**config.mk**
```make
export PLATFORM = sky130hd
export DESIGN_NAME = ctrl_pipe_sequencer
export DESIGN_NICKNAME = d
export VERILOG_FILES = /design/src/rtl/ctrl_pipe_sequencer.sv
export SDC_FILE = /design/constraint.sdc
export NUM_CORES = 1
export LEC_CHECK = 0
export ABC_CLOCK_PERIOD_IN_PS = 1830
export CAP_MARGIN = 20
export CORE_UTILIZATION = 25
export DETAILED_ROUTE_END_ITERATION = 12
export GPL_ROUTABILITY_DRIVEN = 0
export GPL_TIMING_DRIVEN = 0
export SYNTH_ARGS = -nofsm -noshare
export SYNTH_HDL_FRONTEND = slang
export SYNTH_SLANG_ARGS = --single-unit
```
**constraint.sdc**
```tcl
create_clock -name clk -period 1.83 [get_ports clk]
set_input_delay 0.2745 -clock clk [delete_from_list [all_inputs] [get_ports clk]]
set_output_delay 0.2745 -clock clk [all_outputs]
set_load 0.03 [all_outputs]
```
**src/rtl/ctrl_pipe_sequencer.sv**
```systemverilog
// Back-end control pipeline: carries the ID control bundle through
// NUM_STAGES stages with load-use interlock, forwarding selects, freeze
// and fetch-kill. Optional performance counters enabled by PERF_CNT_EN.
module ctrl_pipe_sequencer #(
  parameter int NUM_STAGES = 3,
  parameter int CTRL_W     = 8,
  parameter int REG_AW     = 3,
  parameter int FWD_W      = $clog2(NUM_STAGES + 1),
  parameter int CNT_W      = 16
) (
  input  logic                         clk,
  input  logic                         reset,
  input  logic                         d_valid,
  input  logic [CTRL_W-1:0]            d_ctrl,
  input  logic                         d_regwr,
  input  logic                         d_memrd,
  input  logic [REG_AW-1:0]            d_rd,
  input  logic [REG_AW-1:0]            d_rs1,
  input  logic [REG_AW-1:0]            d_rs2,
  input  logic                         d_use_rs1,
  input  logic                         d_use_rs2,
  input  logic                         redirect,
  input  logic                         stall_ext,
  output logic [NUM_STAGES-1:0]        stage_valid,
  output logic [NUM_STAGES*CTRL_W-1:0] stage_ctrl,
  output logic [NUM_STAGES-1:0]        stage_regwr,
  output logic                         load_use_stall,
  output logic                         killF,
  output logic [FWD_W-1:0]             fwd_a,
  output logic [FWD_W-1:0]             fwd_b,
  output logic [CNT_W-1:0]             cnt_retired,
  output logic [CNT_W-1:0]             cnt_bubble,
  output logic [CNT_W-1:0]             cnt_kill
);

  logic [NUM_STAGES-1:0] valid_q;
  logic [NUM_STAGES-1:0] regwr_q;
  logic [NUM_STAGES-1:0] memrd_q;
  logic [CTRL_W-1:0]     ctrl_q [NUM_STAGES];
  logic [REG_AW-1:0]     rd_q   [NUM_STAGES];

  logic                  s0_valid_d;
  logic                  s0_regwr_d;
  logic                  s0_memrd_d;
  logic [CTRL_W-1:0]     s0_ctrl_d;
  logic [REG_AW-1:0]     s0_rd_d;

  logic hit_rs1, hit_rs2;

  // Load-use hazard against the load currently in stage 0
  always_comb begin
    hit_rs1 = d_use_rs1 && (d_rs1 == rd_q[0]);
    hit_rs2 = d_use_rs2 && (d_rs2 == rd_q[0]);
    load_use_stall = d_valid && valid_q[0] && memrd_q[0] && regwr_q[0]
                     && (rd_q[0] != '0) && (hit_rs1 || hit_rs2);
    killF = d_valid && redirect && !load_use_stall && !stall_ext;
  end

  // Stage-0 entry: ID bundle or a bubble
  always_comb begin
    s0_valid_d = 1'b0;
    s0_regwr_d = 1'b0;
    s0_memrd_d = 1'b0;
    s0_ctrl_d  = '0;
    s0_rd_d    = '0;
    if (d_valid && !load_use_stall) begin
      s0_valid_d = 1'b1;
      s0_regwr_d = d_regwr;
      s0_memrd_d = d_memrd;
      s0_ctrl_d  = d_ctrl;
      s0_rd_d    = d_rd;
    end
  end

  // Stage registers: shift on advance, hold while frozen
  always_ff @(posedge clk or posedge reset) begin
    if (reset) begin
      valid_q <= '0;
      regwr_q <= '0;
      memrd_q <= '0;
      for (int i = 0; i < NUM_STAGES; i++) begin
        ctrl_q[i] <= '0;
        rd_q[i]   <= '0;
      end
    end else if (!stall_ext) begin
      valid_q[0] <= s0_valid_d;
      regwr_q[0] <= s0_regwr_d;
      memrd_q[0] <= s0_memrd_d;
      ctrl_q[0]  <= s0_ctrl_d;
      rd_q[0]    <= s0_rd_d;
      for (int i = 1; i < NUM_STAGES; i++) begin
        valid_q[i] <= valid_q[i-1];
        regwr_q[i] <= regwr_q[i-1];
        memrd_q[i] <= memrd_q[i-1];
        ctrl_q[i]  <= ctrl_q[i-1];
        rd_q[i]    <= rd_q[i-1];
      end
    end
  end

  assign stage_valid = valid_q;
  assign stage_regwr = valid_q & regwr_q;

  for (genvar g = 0; g < NUM_STAGES; g++) begin : g_ctrl
    assign stage_ctrl[g*CTRL_W +: CTRL_W] = valid_q[g] ? ctrl_q[g] : '0;
  end

  // Forwarding select: scan oldest to youngest so the youngest wins
  always_comb begin
    fwd_a = '0;
    fwd_b = '0;
    for (int i = NUM_STAGES - 1; i >= 0; i--) begin
      if (valid_q[i] && regwr_q[i]) begin
        if (d_use_rs1 && d_rs1 != '0 && rd_q[i] == d_rs1)
          fwd_a = FWD_W'(i + 1);
        if (d_use_rs2 && d_rs2 != '0 && rd_q[i] == d_rs2)
          fwd_b = FWD_W'(i + 1);
      end
    end
  end

`ifdef PERF_CNT_EN
  logic [CNT_W-1:0] ret_q, bub_q, kil_q;

  // Saturating event counters, frozen with the pipeline
  always_ff @(posedge clk or posedge reset) begin
    if (reset) begin
      ret_q <= '0;
      bub_q <= '0;
      kil_q <= '0;
    end else if (!stall_ext) begin
      if (valid_q[NUM_STAGES-1] && !(&ret_q))
        ret_q <= ret_q + 1'b1;
      if (load_use_stall && !(&bub_q))
        bub_q <= bub_q + 1'b1;
      if (killF && !(&kil_q))
        kil_q <= kil_q + 1'b1;
    end
  end

  assign cnt_retired = ret_q;
  assign cnt_bubble  = bub_q;
  assign cnt_kill    = kil_q;
`else
  assign cnt_retired = '0;
  assign cnt_bubble  = '0;
  assign cnt_kill    = '0;
`endif

endmodule

```
**Word-level counts from Yosys, hierarchy flattened**

Index checks and enable logic that the tools add are counted.
Widths: inputs -> output; s select.

- Bits in latches: 0
- Output and inout port bits: 84
- Input bits: 26
- RAM bits: 0
- Memories: 0
- Bits in read-only memories: 0
- Register bits: 40

- Reduce and logical (&&, ||, !) cells: 28
- Multipliers: 0
- Muxes and demuxes: 20
- Shifts and indexed selects: 0
- Bitwise gates (word level): 1
- Add/subtract/negate cells: 0
- $lt $le $gt $ge: 0
- Div/mod/pow operators: 0
- Equal/unequal tests: 8

Operator list:

| kind | count |
|---|---|
| $mux 8 | 4 |
| $eq 3x3->1 | 8 |
| $mux 2 | 12 |
| $logic_and 1x1->1 | 22 |
| $reduce_bool 3->1 | 3 |
| $and 3x3->3 | 1 |
| $mux 1 | 3 |
| $mux 3 | 1 |
| $logic_not 1->1 | 2 |
| $logic_or 1x1->1 | 1 |

**Logic depth before layout (Yosys ltp)**

- Depth after elaboration: 9
- Gate-level depth with buffers: 5

**Worst setup path after synthesis**

Ideal clock, no wire load.

- Path type: register to output
- Start: reg valid_q[2], in the netlist stage_valid[2]
- End: out fwd_a[1]
- Setup slack: -0.275 ns
- Arrival: 1.830 ns
- Stages on the path, launching flop included: 4
- Required time: 1.556 ns
- Cells stage by stage: dfrtp_1 > and2_1 > nand3_1 > a21boi_0

- Cells in the longest elaborated chain, start to end: 6

Ends and longest elaborated chain:

| item | line | RTL |
|---|---|---|
| start, declared | 36 | `logic [NUM_STAGES-1:0] valid_q;` |
| start signal, assigned by index | 92 | `valid_q[i] <= valid_q[i-1];` |
| $logic_and 1x1->1 (*) | 113 | `if (valid_q[i] && regwr_q[i]) begin` |
| $mux 2 (*) | 113 |  |
| $mux 2 | 114 | `if (d_use_rs1 && d_rs1 != '0 && rd_q[i] == d_rs1)` |
| $mux 2 (*) | 113 |  |
| $mux 2 | 114 |  |
| $mux 2 (*) | 113 |  |
| end, declared | 29 | `output logic [FWD_W-1:0] fwd_a,` |

Mark *: on every way between the ends. The rest lies on a longest branch, timed or not.

**Worst setup path in the final report**

- Start: reg rd_q[6] (netlist bit)
- End: out killF

- Cells in the longest elaborated chain, start to end: 7
- Elaborated cells on any way between the ends: 11
- Those cells by class: eq/ne: 2; reduce/logical: 9

Ends and longest elaborated chain:

| item | line | RTL |
|---|---|---|
| start, declared | 40 | `logic [REG_AW-1:0] rd_q [NUM_STAGES];` |
| start signal, assigned by index | 96 | `rd_q[i] <= rd_q[i-1];` |
| $eq 3x3->1, on equally long branches | 52, 53 |  |
| $logic_and 1x1->1, on equally long branches | 52, 53 |  |
| $logic_or 1x1->1 | 55 | `&& (rd_q[0] != '0) && (hit_rs1 \|\| hit_rs2);` |
| $logic_and 1x1->1 (*) | 55 |  |
| $logic_not 1->1 (*) | 56 | `killF = d_valid && redirect && !load_use_stall && !stall_ext;` |
| $logic_and 1x1->1 (*) (2 in series) | 56 |  |
| end, declared | 28 | `output logic killF,` |

Marked as above.

==> results.py <==
metrics = {
    "outcome": {
        "status": "complete, but fails checks",
        "violations": "setup timing",
    },
    "clock_tree": {
        "clock_tree.htree_level_count": 2,
        "clk_pin_slew_ns": 0.07,
        "worst_skew_pair.late_latency_ns": 0.29,
        "clockRootBuffer": "sky130_fd_sc_hd__clkbuf_8",
        "ctsHoldBuffers": 0,
        "total_clock_buffers_created_by_cts": 5,
        "clock-sinks": 40,
        "cts_tree": "built",
        "clockBufferDepth": 2,
    },
    "layout": {
        "syn_to_final_growth_pct": 49.9,
        "fin_nets": 386,
        "fill_cells": 992,
        "stdcell_count": 490,
        "multi_input_area_sq_um": 1300,
        "layout_cells_sized_above_1_pct": 37.4,
        "post-route-cell-area_sq_um": 3610,
        "insertedDiodeCount": 0,
        "seq_cell_area_sq_um": 1010,
    },
    "critical_path": {
        "worstRegToRegCells": 6,
        "worst_ep_arrival_time_ns": 1.63,
        "worstPathRequired_ns": 1.56,
        "timing.critical_path.from_type": "register",
        "endpoint_kind": "output pin",
        "rr_startpoint": "rd_q[6]",
        "critical_path_peak_fanout": 5,
        "timing.reg2reg.setup_slack_ns": 0.29,
        "reg2reg_to": "ctrl_q[18]",
        "setup.worst_path.class": "reg2out",
    },
    "hold_path": {
        "hold_start": "stall_ext",
        "worst_hold_path.endpoint": "stage_valid[0]",
        "worst_hold_path.num_cells": 4,
        "min-delay-path-class": "in2reg",
    },
    "logic_synthesis": {
        "ys_dominant_reg_cell": "sky130_fd_sc_hd__dfrtp_1",
        "synth_sequential_area_ratio_pct": 41.6,
        "yosys_register_bits": 40,
        "yosys.cell_types.count": 26,
        "syn-instance-count": 241,
        "postSynthAreaPerCell_sq_um": 9.98,
        "number_of_flops_mapped_to_enable_cells_by_yosys": 0,
        "number_of_warnings_printed_during_yosys_synthesis": 0,
        "synth_area_sq_um": 2410,
        "proportion_of_register_bits_with_asynchronous_set_or_reset_after_synthesis_pct": 100,
    },
    "power": {
        "power.ir.vdd_worst_mv": 0.292,
        "power_density_nw_per_um2": 730,
        "total_leakage_power_nw": 1.88,
    },
    "global_route": {
        "grt_start_max_net_pins": 41,
        "wire_length_of_the_first_global_routing_pass_mm": 8.57,
        "gr-usage-all-layers_pct": 11.3,
        "initial_antenna_violation_count": 0,
        "number_of_global_route_vias_before_repair": 1696,
        "global_route_total_overflow": 0,
    },
    "die": {
        "num_rows": 35,
        "core_area_sq_um": 9280,
        "die_area_sq_um": 10000,
        "die_h_microns": 100,
        "dieWidth_microns": 100,
        "start_util_pct": 25.9,
        "io_pins": 110,
    },
    "sta": {
        "final_period_minus_worst_setup_slack_ns": 1.90,
        "slew_violations": 0,
        "relSlewSlack_pct": 44.6,
        "hold_violations": 0,
        "fin_setup_tns_ns": -0.233,
        "final.period_utilization_pct": 104,
        "finClkSkew_ns": 0.00168,
        "final-setup-viol-count": 5,
        "rsz0062_at_grt": "true",
        "fin_ws_ns": -0.0720,
        "maxClockFrequency_ghz": 0.526,
        "tightest_slew_ns": 0.829,
    },
    "place": {
        "io_buffers": 60,
        "post-place-cells": 477,
        "dp_hpwl_mm": 4.17,
        "pre_cts_slack_ns": -0.914,
        "dpl-instance-area_sq_um": 3350,
    },
    "route": {
        "drt_pre_antenna_iters": 4,
        "drc": 0,
        "ant_nets": 0,
        "post_drt_wl_per_cell_microns": 11.3,
        "first_iter_violations": 116,
        "wirelength_mm": 5.53,
        "via_count": 1833,
        "route.detailed.vias_per_inst": 3.74,
    },
    "run": {
        "drv.max_cap_violation_count": 0,
    },
}
==> repair_timing <==
item | CTS | global route
pin swaps | 15 | 6
buffers inserted | 4 | 1
gates resized for setup | 93 | 13
setup endpoints to repair | 33 | 8
==> registers in the layout (all words and copies together), names as in the netlist <==
signal	flops
regwr_q	3
ctrl_q	24
memrd_q	1
stage_valid	3
rd_q	9
==> Yosys cell counts (2+ instances only) <==
cell	n	share of area (%)
sky130_fd_sc_hd__buf_4	48	15
sky130_fd_sc_hd__dfrtp_1	40	42
sky130_fd_sc_hd__nand2_1	29	4.5
sky130_fd_sc_hd__and2_1	26	6.8
sky130_fd_sc_hd__mux2_2	26	12
sky130_fd_sc_hd__xnor2_1	10	3.6
sky130_fd_sc_hd__o21ai_2	8	2.9
sky130_fd_sc_hd__xor2_1	8	2.9
sky130_fd_sc_hd__o21ai_0	6	1.2
sky130_fd_sc_hd__nand4_1	5	1.3
sky130_fd_sc_hd__buf_2	4	0.83
sky130_fd_sc_hd__clkbuf_1	4	0.62
sky130_fd_sc_hd__nand3_1	4	0.83
sky130_fd_sc_hd__nor3_1	4	0.83
sky130_fd_sc_hd__inv_1	3	0.47
sky130_fd_sc_hd__a21boi_0	2	0.62
sky130_fd_sc_hd__and3_1	2	0.52
sky130_fd_sc_hd__o21ai_1	2	0.42
sky130_fd_sc_hd__o31ai_1	2	0.62
sky130_fd_sc_hd__or2_2	2	0.52
==> placed cells by master (no fill, tap or decap), drive strengths merged, types with 2 or more instances in the layout <==
cell	synthesis	layout
nor3	4	4
or2	2	2
nand4	5	5
a21boi	2	2
and3	2	2
nand2	29	29
xnor2	10	10
buf	53	64
conb	1	48
o21ai	16	16
xor2	8	8
and2	26	26
dlygate4sd2	0	32
clkdlybuf4s50	0	20
inv	3	3
nand3	4	4
mux2	26	26
clkbuf	4	12
dfrtp	40	40
o31ai	2	2
==> per-stage QoR <==
step | hold slack, ns | util, % | power, W
4_1_cts | 0.423 | 38.3 | 0.00265
3_3_place_gp | 0.479 | 36.1 | 0.00186
2_1_floorplan | 0.411 | - | 0.00162
3_5_place_dp | 0.486 | 36.1 | 0.00187
5_1_grt | 0.465 | 38.8 | 0.00276
6_report | 0.441 | 38.8 | 0.00263
==> report_power, final <==
group	internal, W	switching [W]	leakage [nW]
logic	0.000335	0.000451	1.30
registers	0.000984	0.0000875	0.514
clock network	0.000481	0.000295	0.0645
total	0.00180	0.000834	1.88
==> cell type report <==
type	instances	area share [%]
Clock inverter	1	0.833
Tap cell	129	4.48
Sequential cell	40	27.9
Clock buffer	7	2.67
Multi-Input combinational cell	188	35.9
Timing Repair Buffer	65	16.4
Buffer	57	11.5
Inverter	3	0.312
==> logic make-up (layout without fill, tap and decap cells) <==
kind of cell	after synthesis	in the layout	share of synthesized area, %
other cells	1	48	0.156
simple gates	75	75	16.0
compound gates	21	21	6.19
buf+inv	60	133	17.4
xor+xnor	18	18	6.55
flops	40	40	41.6
mux	26	26	12.2
==> critical path, stage by stage (launching register included) <==
cell and delay, ns:
sky130_fd_sc_hd__dfrtp_2 0.48, sky130_fd_sc_hd__or3_1 0.36, sky130_fd_sc_hd__nand4_1 0.12, sky130_fd_sc_hd__a21oi_4 0.05, sky130_fd_sc_hd__buf_8 0.13, sky130_fd_sc_hd__nor2_4 0.07
sky130_fd_sc_hd__buf_6 0.13
==> worst max-delay path by stage <==
stage                         startpoint        endpoint  slack [ns]  cells after the start
final                            rd_q[6]           killF       -0.07                      6
after detailed placement        d_rs2[0]  load_use_stall       -0.91                      6
after floorplan           stage_valid[2]        fwd_a[1]       -0.05                      3
after global placement          d_rs2[0]  load_use_stall       -0.88                      6
after CTS                        rd_q[6]           killF       -0.08                      6
after global routing             rd_q[6]           killF       -0.14                      6
==> layer usage <==
metal | wire (microns) | GRT usage (%) | vias to the layer above | part of all wire (%)
li1 | - | - | 933 | -
met3 | 290 | 3.06 | 8 | 5.2
met2 | 2760 | 19.7 | 61 | 50
met4 | 104 | 4.46 | 0 | 1.9
met1 | 2380 | 13.1 | 831 | 43
met5 | 0 | 0 | - | 0
(Power assumes the default switching activity.)
